[src/rtl/axi2mem_pkg.sv]
// Shared definitions for the axi2mem read/write burst generators.
package axi2mem_pkg;

    localparam int unsigned ADDR_W     = 32;
    localparam int unsigned LEN_W      = 8;
    localparam int unsigned SIZE_W     = 3;
    localparam int unsigned WORD_BYTES = 4;
    localparam int unsigned SIZE_CLAMP = 3;

    localparam logic [1:0] BURST_FIXED = 2'd0;
    localparam logic [1:0] BURST_INCR  = 2'd1;
    localparam logic [1:0] BURST_WRAP  = 2'd2;

    localparam logic [SIZE_W-1:0] DWORD_SIZE = SIZE_W'(3);

    typedef enum logic [0:0] {
        ST_IDLE  = 1'b0,
        ST_BURST = 1'b1
    } rd_state_e;

    // Word address of a beat; 64-bit beats select the low or high word by phase.
    function automatic logic [ADDR_W-1:0] word_addr(input logic [ADDR_W-1:0] a,
                                                    input logic [SIZE_W-1:0] size,
                                                    input logic              phase);
        logic [ADDR_W-1:0] w;
        w = a & ~ADDR_W'(WORD_BYTES - 1);
        if (size == DWORD_SIZE) begin
            w = {a[ADDR_W-1:3], 3'b000} | (phase ? ADDR_W'(WORD_BYTES) : ADDR_W'(0));
        end
        return w;
    endfunction

endpackage

[src/rtl/axi2mem_rd_burst_gen_if.sv]
// AR command and word-transaction bus of the read burst generator.
interface axi2mem_rd_burst_gen_if #(
    parameter int unsigned ADDR_W = 32,
    parameter int unsigned ID_W   = 6
);
    logic              ar_valid_i;
    logic              ar_ready_o;
    logic [ADDR_W-1:0] ar_addr_i;
    logic [7:0]        ar_len_i;
    logic [2:0]        ar_size_i;
    logic [1:0]        ar_burst_i;
    logic [ID_W-1:0]   ar_id_i;
    logic              trans_req_o;
    logic              trans_gnt_i;
    logic [31:0]       trans_add_o;
    logic [ID_W-1:0]   trans_id_o;
    logic              trans_last_o;

    modport slave (
        input  ar_valid_i, ar_addr_i, ar_len_i, ar_size_i, ar_burst_i, ar_id_i, trans_gnt_i,
        output ar_ready_o, trans_req_o, trans_add_o, trans_id_o, trans_last_o
    );

    modport master (
        output ar_valid_i, ar_addr_i, ar_len_i, ar_size_i, ar_burst_i, ar_id_i, trans_gnt_i,
        input  ar_ready_o, trans_req_o, trans_add_o, trans_id_o, trans_last_o
    );
endinterface

[src/rtl/axi2mem_addr_next.sv]
// Combinational next-beat address for FIXED/INCR/WRAP bursts; shared by read and write sides.
module axi2mem_addr_next
    import axi2mem_pkg::*;
(
    input  logic [ADDR_W-1:0] i_addr,
    input  logic [LEN_W-1:0]  i_len,
    input  logic [SIZE_W-1:0] i_size,
    input  logic [1:0]        i_burst,
    output logic [ADDR_W-1:0] o_addr_next_c
);

    logic [ADDR_W-1:0] w_step;
    logic [ADDR_W-1:0] w_al;
    logic [ADDR_W-1:0] w_inc;
    logic [ADDR_W-1:0] w_mask;
    logic              w_wrap_ok;

    assign w_step = ADDR_W'(1) << i_size;
    assign w_al   = i_addr & ~(w_step - ADDR_W'(1));
    assign w_inc  = w_al + w_step;
    assign w_mask = ((ADDR_W'(i_len) + ADDR_W'(1)) << i_size) - ADDR_W'(1);

    // Only power-of-two beat counts of 2..16 are legal wrap lengths.
    assign w_wrap_ok = (i_len == LEN_W'(1)) || (i_len == LEN_W'(3)) ||
                       (i_len == LEN_W'(7)) || (i_len == LEN_W'(15));

    always_comb begin
        o_addr_next_c = w_inc;
        unique case (i_burst)
            BURST_FIXED: o_addr_next_c = i_addr;
            BURST_WRAP: begin
                if (w_wrap_ok) begin
                    o_addr_next_c = (w_al & ~w_mask) | (w_inc & w_mask);
                end
            end
            default:     o_addr_next_c = w_inc;
        endcase
    end

endmodule

[src/rtl/axi2mem_rd_burst_gen.sv]
// Expands one AXI AR burst into a stream of 32-bit word requests with req/gnt handshake.
// Optional macro AXI2MEM_RD_BACK2BACK_EN: accept the next AR during the final grant (no bubble).
module axi2mem_rd_burst_gen
    import axi2mem_pkg::*;
#(
    parameter int unsigned AXI_ADDR_WIDTH = 32,
    parameter int unsigned AXI_ID_WIDTH   = 6,
    parameter int unsigned MAX_SIZE       = SIZE_CLAMP
) (
    input  logic                   clk_i,
    input  logic                   rst_ni,
    axi2mem_rd_burst_gen_if.slave  bus,
    output logic                   busy_o
);

    rd_state_e                 r_state,  w_state_n;
    logic [AXI_ADDR_WIDTH-1:0] r_addr,   w_addr_n;
    logic [LEN_W-1:0]          r_len,    w_len_n;
    logic [SIZE_W-1:0]         r_size,   w_size_n;
    logic [1:0]                r_burst,  w_burst_n;
    logic [AXI_ID_WIDTH-1:0]   r_id,     w_id_n;
    logic [LEN_W-1:0]          r_cnt,    w_cnt_n;
    logic                      r_phase,  w_phase_n;

    logic                      r_req;
    logic [31:0]               r_add;
    logic                      r_last;
    logic                      r_busy;
    logic                      r_ar_ready;

    logic                      w_accept;
    logic                      w_last_gnt;
    logic [SIZE_W-1:0]         w_size_clamped;
    logic [AXI_ADDR_WIDTH-1:0] w_addr_next;

    assign w_size_clamped = (bus.ar_size_i > SIZE_W'(MAX_SIZE)) ? SIZE_W'(MAX_SIZE)
                                                                : bus.ar_size_i;

    axi2mem_addr_next u_addr_next (
        .i_addr        (r_addr),
        .i_len         (r_len),
        .i_size        (r_size),
        .i_burst       (r_burst),
        .o_addr_next_c (w_addr_next)
    );

    // Next-state: accept a command, step word phase / beat on each grant.
    always_comb begin
        w_state_n  = r_state;
        w_addr_n   = r_addr;
        w_len_n    = r_len;
        w_size_n   = r_size;
        w_burst_n  = r_burst;
        w_id_n     = r_id;
        w_cnt_n    = r_cnt;
        w_phase_n  = r_phase;
        w_accept   = 1'b0;
        w_last_gnt = 1'b0;

        unique case (r_state)
            ST_IDLE: begin
                w_accept = bus.ar_valid_i;
            end
            ST_BURST: begin
                if (bus.trans_gnt_i) begin
                    if (r_last) begin
                        w_last_gnt = 1'b1;
                    end else if ((r_size == DWORD_SIZE) && !r_phase) begin
                        w_phase_n = 1'b1;
                    end else begin
                        w_phase_n = 1'b0;
                        w_cnt_n   = r_cnt - LEN_W'(1);
                        w_addr_n  = w_addr_next;
                    end
                end
            end
            default: begin
                w_state_n = ST_IDLE;
            end
        endcase

        if (w_last_gnt) begin
            w_state_n = ST_IDLE;
        end

`ifdef AXI2MEM_RD_BACK2BACK_EN
        if (w_last_gnt && bus.ar_valid_i) begin
            w_accept = 1'b1;
        end
`endif

        if (w_accept) begin
            w_state_n = ST_BURST;
            w_addr_n  = bus.ar_addr_i;
            w_len_n   = bus.ar_len_i;
            w_size_n  = w_size_clamped;
            w_burst_n = bus.ar_burst_i;
            w_id_n    = bus.ar_id_i;
            w_cnt_n   = bus.ar_len_i;
            w_phase_n = 1'b0;
        end
    end

    always_ff @(posedge clk_i or negedge rst_ni) begin
        if (!rst_ni) begin
            r_state    <= ST_IDLE;
            r_addr     <= '0;
            r_len      <= '0;
            r_size     <= '0;
            r_burst    <= '0;
            r_id       <= '0;
            r_cnt      <= '0;
            r_phase    <= 1'b0;
            r_req      <= 1'b0;
            r_add      <= '0;
            r_last     <= 1'b0;
            r_busy     <= 1'b0;
            r_ar_ready <= 1'b1;
        end else begin
            r_state    <= w_state_n;
            r_addr     <= w_addr_n;
            r_len      <= w_len_n;
            r_size     <= w_size_n;
            r_burst    <= w_burst_n;
            r_id       <= w_id_n;
            r_cnt      <= w_cnt_n;
            r_phase    <= w_phase_n;
            r_req      <= (w_state_n == ST_BURST);
            r_add      <= word_addr(32'(w_addr_n), w_size_n, w_phase_n);
            r_last     <= (w_state_n == ST_BURST) && (w_cnt_n == '0) &&
                          ((w_size_n != DWORD_SIZE) || w_phase_n);
            r_busy     <= (w_state_n == ST_BURST);
            r_ar_ready <= (w_state_n == ST_IDLE);
        end
    end

`ifdef AXI2MEM_RD_BACK2BACK_EN
    assign bus.ar_ready_o = r_ar_ready | w_last_gnt;
`else
    assign bus.ar_ready_o = r_ar_ready;
`endif

    assign bus.trans_req_o  = r_req;
    assign bus.trans_add_o  = r_add;
    assign bus.trans_id_o   = r_id;
    assign bus.trans_last_o = r_last;
    assign busy_o           = r_busy;

endmodule

[src/flat_wrapper.sv]
// flat-port wrapper written by rule: the top's interface ports become plain ports
module axi2mem_rd_burst_gen_flat import axi2mem_pkg::*;
#(
    parameter int unsigned AXI_ADDR_WIDTH = 32,
    parameter int unsigned AXI_ID_WIDTH   = 6,
    parameter int unsigned MAX_SIZE       = SIZE_CLAMP
)
  (clk_i, rst_ni, busy_o, bus_ar_valid_i, bus_ar_addr_i, bus_ar_len_i, bus_ar_size_i, bus_ar_burst_i, bus_ar_id_i, bus_trans_gnt_i, bus_ar_ready_o, bus_trans_req_o, bus_trans_add_o, bus_trans_id_o, bus_trans_last_o);
  axi2mem_rd_burst_gen_if bus_i ();
  input  logic clk_i;
  input  logic rst_ni;
  output logic busy_o;
  input wire logic [$bits(bus_i.ar_valid_i)-1:0] bus_ar_valid_i;
  input wire logic [$bits(bus_i.ar_addr_i)-1:0] bus_ar_addr_i;
  input wire logic [$bits(bus_i.ar_len_i)-1:0] bus_ar_len_i;
  input wire logic [$bits(bus_i.ar_size_i)-1:0] bus_ar_size_i;
  input wire logic [$bits(bus_i.ar_burst_i)-1:0] bus_ar_burst_i;
  input wire logic [$bits(bus_i.ar_id_i)-1:0] bus_ar_id_i;
  input wire logic [$bits(bus_i.trans_gnt_i)-1:0] bus_trans_gnt_i;
  output wire logic [$bits(bus_i.ar_ready_o)-1:0] bus_ar_ready_o;
  output wire logic [$bits(bus_i.trans_req_o)-1:0] bus_trans_req_o;
  output wire logic [$bits(bus_i.trans_add_o)-1:0] bus_trans_add_o;
  output wire logic [$bits(bus_i.trans_id_o)-1:0] bus_trans_id_o;
  output wire logic [$bits(bus_i.trans_last_o)-1:0] bus_trans_last_o;
  assign bus_i.ar_valid_i = bus_ar_valid_i;
  assign bus_i.ar_addr_i = bus_ar_addr_i;
  assign bus_i.ar_len_i = bus_ar_len_i;
  assign bus_i.ar_size_i = bus_ar_size_i;
  assign bus_i.ar_burst_i = bus_ar_burst_i;
  assign bus_i.ar_id_i = bus_ar_id_i;
  assign bus_i.trans_gnt_i = bus_trans_gnt_i;
  assign bus_ar_ready_o = bus_i.ar_ready_o;
  assign bus_trans_req_o = bus_i.trans_req_o;
  assign bus_trans_add_o = bus_i.trans_add_o;
  assign bus_trans_id_o = bus_i.trans_id_o;
  assign bus_trans_last_o = bus_i.trans_last_o;
  axi2mem_rd_burst_gen #(.AXI_ADDR_WIDTH(AXI_ADDR_WIDTH), .AXI_ID_WIDTH(AXI_ID_WIDTH), .MAX_SIZE(MAX_SIZE)) u_core (.clk_i(clk_i), .rst_ni(rst_ni), .bus(bus_i), .busy_o(busy_o));
endmodule
[config.mk]
export PLATFORM = sky130hd
export DESIGN_NAME = axi2mem_rd_burst_gen_flat
export DESIGN_NICKNAME = d
export VERILOG_FILES = /design/src/rtl/axi2mem_pkg.sv /design/src/rtl/axi2mem_rd_burst_gen_if.sv /design/src/rtl/axi2mem_addr_next.sv /design/src/rtl/axi2mem_rd_burst_gen.sv /design/src/flat_wrapper.sv
export SDC_FILE = /design/constraint.sdc
export NUM_CORES = 1
export LEC_CHECK = 0
export BUFFER_PORTS_ARGS = -buffer_cell sky130_fd_sc_hd__buf_2
export CELL_PAD_IN_SITES_DETAIL_PLACEMENT = 1
export CELL_PAD_IN_SITES_GLOBAL_PLACEMENT = 1
export CORE_MARGIN = 2
export CORE_UTILIZATION = 47
export CTS_BUF_LIST = sky130_fd_sc_hd__clkbuf_4 sky130_fd_sc_hd__clkbuf_8
export CTS_CLUSTER_DIAMETER = 120
export DETAILED_ROUTE_END_ITERATION = 10
export GPL_TIMING_DRIVEN = 0
export HOLD_SLACK_MARGIN = 0.12
export PLACE_DENSITY_LB_ADDON = 0.1
export RECOVER_POWER = 25
export REMOVE_ABC_BUFFERS = 1
export SLEW_MARGIN = 5
export SYNTH_ARGS = -nofsm -noshare
export SYNTH_HDL_FRONTEND = slang
export SYNTH_SLANG_ARGS = --single-unit
[constraint.sdc]
create_clock -name clk_i -period 5.9 [get_ports clk_i]
set_input_delay 0.295 -clock clk_i [delete_from_list [all_inputs] [get_ports clk_i]]
set_output_delay 0.295 -clock clk_i [all_outputs]
set_load 0.005 [all_outputs]
# Yosys cells after proc, flatten, opt, wreduce, memory -nomap -nowiden

Index checks and enable logic that the tools add are counted.

Output and inout bits: 42
Bits in registers: 95
Logic and storage cells: 79

Magnitude comparators: 1
Bitwise logic cells: 8
Mux-type cells: 27
Shift operators: 2
Add/subtract/negate cells: 5
Reduce and logical (&&, ||, !) cells: 13
Equal/unequal tests: 11

Operators with widths:

| kind                  | number |
|---|---|
| $mux 32               | 7 |
| $and 32x32->32        | 3 |
| $not 32->32           | 2 |
| $or 32x32->32         | 2 |
| $pmux 32 s2           | 1 |
| $sub 32x1->32 const B | 2 |
| $mux 8                | 5 |
| $add 32x32->32        | 1 |
| $shl 1x3->32 const A  | 1 |
| $shl 9x3->32          | 1 |
| $mux 1                | 11 |
| $add 8x1->9 const B   | 1 |
| $mux 3                | 3 |
| $eq 8x1->1 const B    | 1 |
| $eq 8x2->1 const B    | 1 |
| $eq 8x3->1 const B    | 1 |
| $eq 8x4->1 const B    | 1 |
| $logic_not 8->1       | 1 |
| $sub 8x1->8 const B   | 1 |
| $eq 3x2->1 const B    | 2 |
| $reduce_and 5->1      | 1 |
| $logic_or 1x1->1      | 4 |
| $ne 2x1->1 const B    | 2 |
| $reduce_bool 2->1     | 2 |
| other kinds (8)       | 10 |

# Logic depth before layout (Yosys ltp)

Word-level depth: 16
Gate-level depth with buffers: 16
Gate-level depth less buffers: 14

# By module

From an unflattened synthesis, not the netlist that was laid out.

Cells, all modules: 727
Area, all modules: 5624.1 sq um

By module, submodules not included:

| module               | area each (sq um) | cells an instance | times used |
|---|---|---|---|
| axi2mem_rd_burst_gen | 3155.5            | 341               | 1 |
| axi2mem_addr_next    | 2468.6            | 386               | 1 |

# Least setup slack after synthesis

Ideal clock, no wire load.

Path kind: reg2reg
From: register u_core.r_size[2]
To: register u_core.r_addr[29]
Period minus slack after synthesis: 3.984 ns
Setup time: 0.125 ns
Arrival: 3.859 ns
Path slack: 1.916 ns
Data required time: 5.775 ns
Cell stages (with the launch flop): 16
Cell sequence: dfrtp_1 > buf_1 > buf_2 > clkbuf_1 > buf_1 > a21boi_0 > ha_1 > nand4b_1 > a211oi_1 > nor2_1 > nor3b_1 > nor4_1 > nand4_1 > o21ai_4 > nand3_2 > mux2_4

Word-level cells in the longest chain between the ends: 14
Elaborated cells on any way between the ends: 20
Classes of those cells: 3 x add/sub; 1 x eq/ne; 2 x shift; 7 x mux; 6 x bitwise; 1 x reduce/logical

Ends and longest elaborated chain:

| element                  | RTL line                    | source |
|---|---|---|
| start: declaration       | axi2mem_rd_burst_gen.sv:19  | `logic [SIZE_W-1:0] r_size, w_size_n;` |
| start signal: assignment | axi2mem_rd_burst_gen.sv:123 | `r_size <= w_size_n;` |
| $shl 1x3->32             | axi2mem_addr_next.sv:18     | `assign w_step = ADDR_W'(1) << i_size;` |
| $sub 32x1->32            | axi2mem_addr_next.sv:19     | `assign w_al = i_addr & ~(w_step - ADDR_W'(1));` |
| $not 32->32              | axi2mem_addr_next.sv:19     |  |
| $and 32x32->32           | axi2mem_addr_next.sv:19     |  |
| $add 32x32->32           | axi2mem_addr_next.sv:20     | `assign w_inc = w_al + w_step;` |
| $and 32x32->32           | axi2mem_addr_next.sv:33     | `o_addr_next_c = (w_al & ~w_mask) \| (w_inc & w_mask);` |
| $or 32x32->32            | axi2mem_addr_next.sv:33     |  |
| $mux 32                  | axi2mem_addr_next.sv:32     | `if (w_wrap_ok) begin` |
| $pmux 32 s2              | axi2mem_addr_next.sv:29     | `unique case (i_burst)` |
| $mux 32 *                | axi2mem_rd_burst_gen.sv:68  | `end else if ((r_size == DWORD_SIZE) && !r_phase) begin` |
| $mux 32 *                | axi2mem_rd_burst_gen.sv:66  | `if (r_last) begin` |
| $mux 32 *                | axi2mem_rd_burst_gen.sv:65  | `if (bus.trans_gnt_i) begin` |
| $mux 32 *                | axi2mem_rd_burst_gen.sv:60  | `unique case (r_state)` |
| $mux 32 *                | axi2mem_rd_burst_gen.sv:92  | `if (w_accept) begin` |
| end signal: assignment   | axi2mem_rd_burst_gen.sv:121 | `r_addr <= w_addr_n;` |
| end: declaration         | axi2mem_rd_burst_gen.sv:17  | `logic [AXI_ADDR_WIDTH-1:0] r_addr, w_addr_n;` |

Every way passes the cells marked *; elsewhere a longest branch is shown, timed or not. The select of a mux whose other input is x is not followed.
A chain may end at the register's enable or synchronous reset.

# Worst setup path after layout

From: register u_core.r_size[1]
To: register u_core.r_addr[29]

Same word-level chain as after synthesis.

==> results by group <==
STA
  • Final hold vios: 0
  • Tmin final: 5.49 ns
  • Min Hold Slack: 0.139 ns
  • Slew Limit Fails: 64
  • RSZ-0062 raised after global routing: no
  • Worst-margin pin slew: 3.71 ns
  • Post-route setup slack: 0.409 ns
  • Sum Neg Setup Slack: 0 ns
  • Final Setup Violations: 0
  • Period utilisation layout: between 90% and 100%
  • Max Clk Rate: 182 MHz
  • Slew Limit Headroom: -147%
  • Worst Skew: around 0.018 ns

Yosys
  • Post-synth cell types: 91
  • #FFs+latches synth: between 60 and 70
  • Asr flop ratio synth: 100%
  • Most frequent cells after synthesis: nand2_1 (86), nor2_1 (69), dfrtp_1 (63), o21ai_0 (53), buf_4 (36)
  • Post-synth EDFFs: 0
  • Synth Warn #: 0
  • Leading area contributor after synthesis: dfrtp_1
  • Sequential area share after synthesis: ~28%
  • Most numerous cell in the Yosys netlist: nand2_1
  • Top_reg_cell synth: dfrtp_1
  • Synth top area share: 27.2%
  • Netlist area before placement: approximately 0.0058 sq mm
  • Largest cells by area after synthesis: dfrtp_1 (27%), nand2_1 (5.6%), buf_4 (4.7%)
  • Syn_area_per_cell: 7.97 sq um
  • Syn Inst Count: 727

Global routing
  • Initial antenna violation count: 0
  • Largest net degree at the start of global routing: 64
  • Total grt overflow: 0
  • Total track usage: 31.1%
  • Vias in the first global route: 5,886
  • First-pass GRT wire length: around 32,000 um

Cells and area
  • Area Growth Syn to Fin: 8.51%
  • Ant. Diodes: 0
  • Share of cells above drive strength 1: around a fifth
  • Final Instance Area: 0.00629 sq mm
  • # nets final: between 800 and 900

Routing
  • Routed WL: about 20,000 um
  • Drt pass-1 iters: 5
  • DR vias: 5,892
  • Initial DRC count: 401
  • Drc violations: 0
  • Post-DR vias/cell: approximately 6.4
  • ANT nets after route: 0
  • Routed len/inst: 22.0 um

Worst setup path
  • Worst setup EP type: flop
  • Worst Setup Path Type: flop to flop
  • Crit path DAT: 5.75 ns
  • Critical Path RT: 6.15 ns
  • Reg2reg path depth: 13
  • Reg2reg end: u_core.r_addr[29]$_DFFE_PN0P_
  • Reg2reg start: u_core.r_size[1]$_DFF_PN0_
  • Flop2flop setup slack: between 0.4 and 0.5 ns
  • Startpoint types: flop
  • Worst-path fanout max: 35

Hold path
  • Hold_sp: bus_ar_id_i[5]
  • Hold Path Class: primary input to flop
  • Hold path depth: 3
  • Sink of the worst hold path: u_core.bus.trans_id_o[5]$_DFFE_PN0P_

CTS
  • CTS clock-pin slew for the worst setup and hold paths: roughly 0.090 ns
  • Clock sink count: 64
  • TritonCTS clock tree: yes
  • Root buf cell: clkbuf_8
  • TritonCTS buffer count: 9
  • H-tree depth: 3
  • Clock Latency Late Sink: 0.37 ns
  • Maximum root-to-sink buffer count: 2

Placed design
  • Setup WS pre-CTS: approximately 0.38 ns
  • # port buffers: 94
  • HPWL Detailed: 14,600 um
  • Routability Congestion: 0.903
  • Post-DP Area: 0.00605 sq mm

Pwr
  • IR drop worst, VDD: between 0.0002 and 0.00025 V
  • PD cells: 575 mW/mm^2
  • Pwr Total: 3.61 mW
  • Static leakage: 2.62 nW

Run status
  • Status: finished, violations left
  • Failing checks: max-capacitance violations, max-slew violations

Flow run
  • Max Cap Viol: 1

Floorplanning
  • Core Rows: 40
  • Starting Density: 48.2%
  • Core box area: about 0.012 sq mm
  • Die Y: 115 um
  • Die ar.: 0.0132 sq mm
  • I/O pin total: 97
  • Horiz. Die Dim: 115 um
## state kept, by name (all words and copies together) (netlist names)
signal,count
u_core.bus.trans_id_o,6
u_core.r_phase,1
u_core.r_burst,2
u_core.bus.trans_last_o,1
u_core.r_state,1
u_core.r_len,8
u_core.r_addr,31
u_core.r_cnt,8
u_core.bus.trans_add_o,2
u_core.r_size,3
u_core.bus.ar_ready_o,1
## layout make-up
type                            instances  area [sq um]
Clock buffer                           10           138
Clock inverter                          6          82.6
Fill cell                            1489          5720
Inverter                               26          97.6
Multi-Input combinational cell        562          3650
Sequential cell                        64          1600
Tap cell                              147           184
Timing Repair Buffer                  100           533
## worst max path at each step
| stage | startpoint | endpoint | slack (ns) |
|---|---|---|---|
| 3_3_place_gp | u_core.r_state$_DFF_PN0_ | u_core.bus.trans_last_o$_DFF_PN0_ | 0.39 |
| 4_1_cts | u_core.r_size[2]$_DFF_PN0_ | u_core.r_addr[29]$_DFFE_PN0P_ | 0.37 |
| 5_1_grt | u_core.r_size[1]$_DFF_PN0_ | u_core.r_addr[29]$_DFFE_PN0P_ | 0.05 |
| 3_5_place_dp | u_core.r_size[2]$_DFF_PN0_ | u_core.r_addr[29]$_DFFE_PN0P_ | 0.38 |
| 2_1_floorplan | u_core.r_size[2]$_DFF_PN0_ | u_core.r_addr[29]$_DFFE_PN0P_ | 1.79 |
| 6_report | u_core.r_size[1]$_DFF_PN0_ | u_core.r_addr[29]$_DFFE_PN0P_ | 0.41 |
## per-layer routing
layer	vias to the layer above	part of all wire, %	track usage, %
met1	2891	44	43.4
met5	-	0	0
met3	32	7.7	5.90
met4	0	1.9	8.84
li1	2724	-	-
met2	245	46	49.4
## where the power goes
| group | switching, mW | internal (mW) |
|---|---|---|
| Combinational | 1.30 | 0.863 |
| Sequential | 0.386 | 0.625 |
| Clock | 0.193 | 0.247 |
| Total | 1.88 | 1.74 |
## cells by family after synthesis
family / after synthesis / synth area share, %
compound gates: 224 / 28.9
buf+inv: 102 / 9.63
flops: 64 / 27.7
fa+ha+maj: 10 / 2.29
other cells: 1 / 0.0647
xor+xnor: 19 / 2.87
mux: 20 / 3.80
simple gates: 287 / 24.8
## stage by stage
step | std cells | util, %
3_5_place_dp | 895 | 50.4
3_3_place_gp | 893 | 49.9
5_1_grt | 915 | 52.4
2_1_floorplan | 652 | -
4_1_cts | 915 | 52.6
6_report | 915 | 52.4
## cells in the final DEF, fill, tap and decap left out, types with 5 or more instances in the layout
cell      synthesis  final
buf_2             8     93
nand2_1          86     86
nor2_1           69     69
dfrtp_1          63     62
o21ai_0          53     53
a21oi_1          29     29
nand3_1          27     27
inv_1            23     23
nor3_1           15     15
a211oi_1         13     13
xnor2_1          12     12
mux2i_1          12     12
a31oi_1          12     12
nor4_1           11     11
or3_1            10     10
clkbuf_8          0     10
o211ai_1          9      9
a311oi_1          9      9
and3_1            9      9
ha_1              9      9
o221ai_1          8      8
nand2b_1          9      8
o21a_1            8      8
nand4_1           8      8
xor2_1            7      7
o31ai_1           7      7
a21o_1            7      7
and2_1            7      6
o22ai_1           6      6
a221oi_1          6      6
nor2b_1           6      5
a41o_1            5      5
## worst max-delay path, stage by stage (launching register included)
cell and delay (ns):
dfrtp_1 1.23, clkinv_1 0.82, nand2_1 0.39, nor2_1 0.08, ha_1 0.38, o21ai_0 0.16
o21a_1 0.23, nor3_1 0.20, nor3b_1 0.15, nor4_1 0.67, nand4_1 0.24, o21ai_4 0.37
nand3_2 0.12, mux2_4 0.30
## repair_timing
action,CTS,global route
gates resized for setup,0,0
hold endpoints to repair,66,0
setup endpoints to repair,0,0
hold buffers,4,0
setup buffers,0,0
No activity file was read; power rests on OpenSTA's default activity.
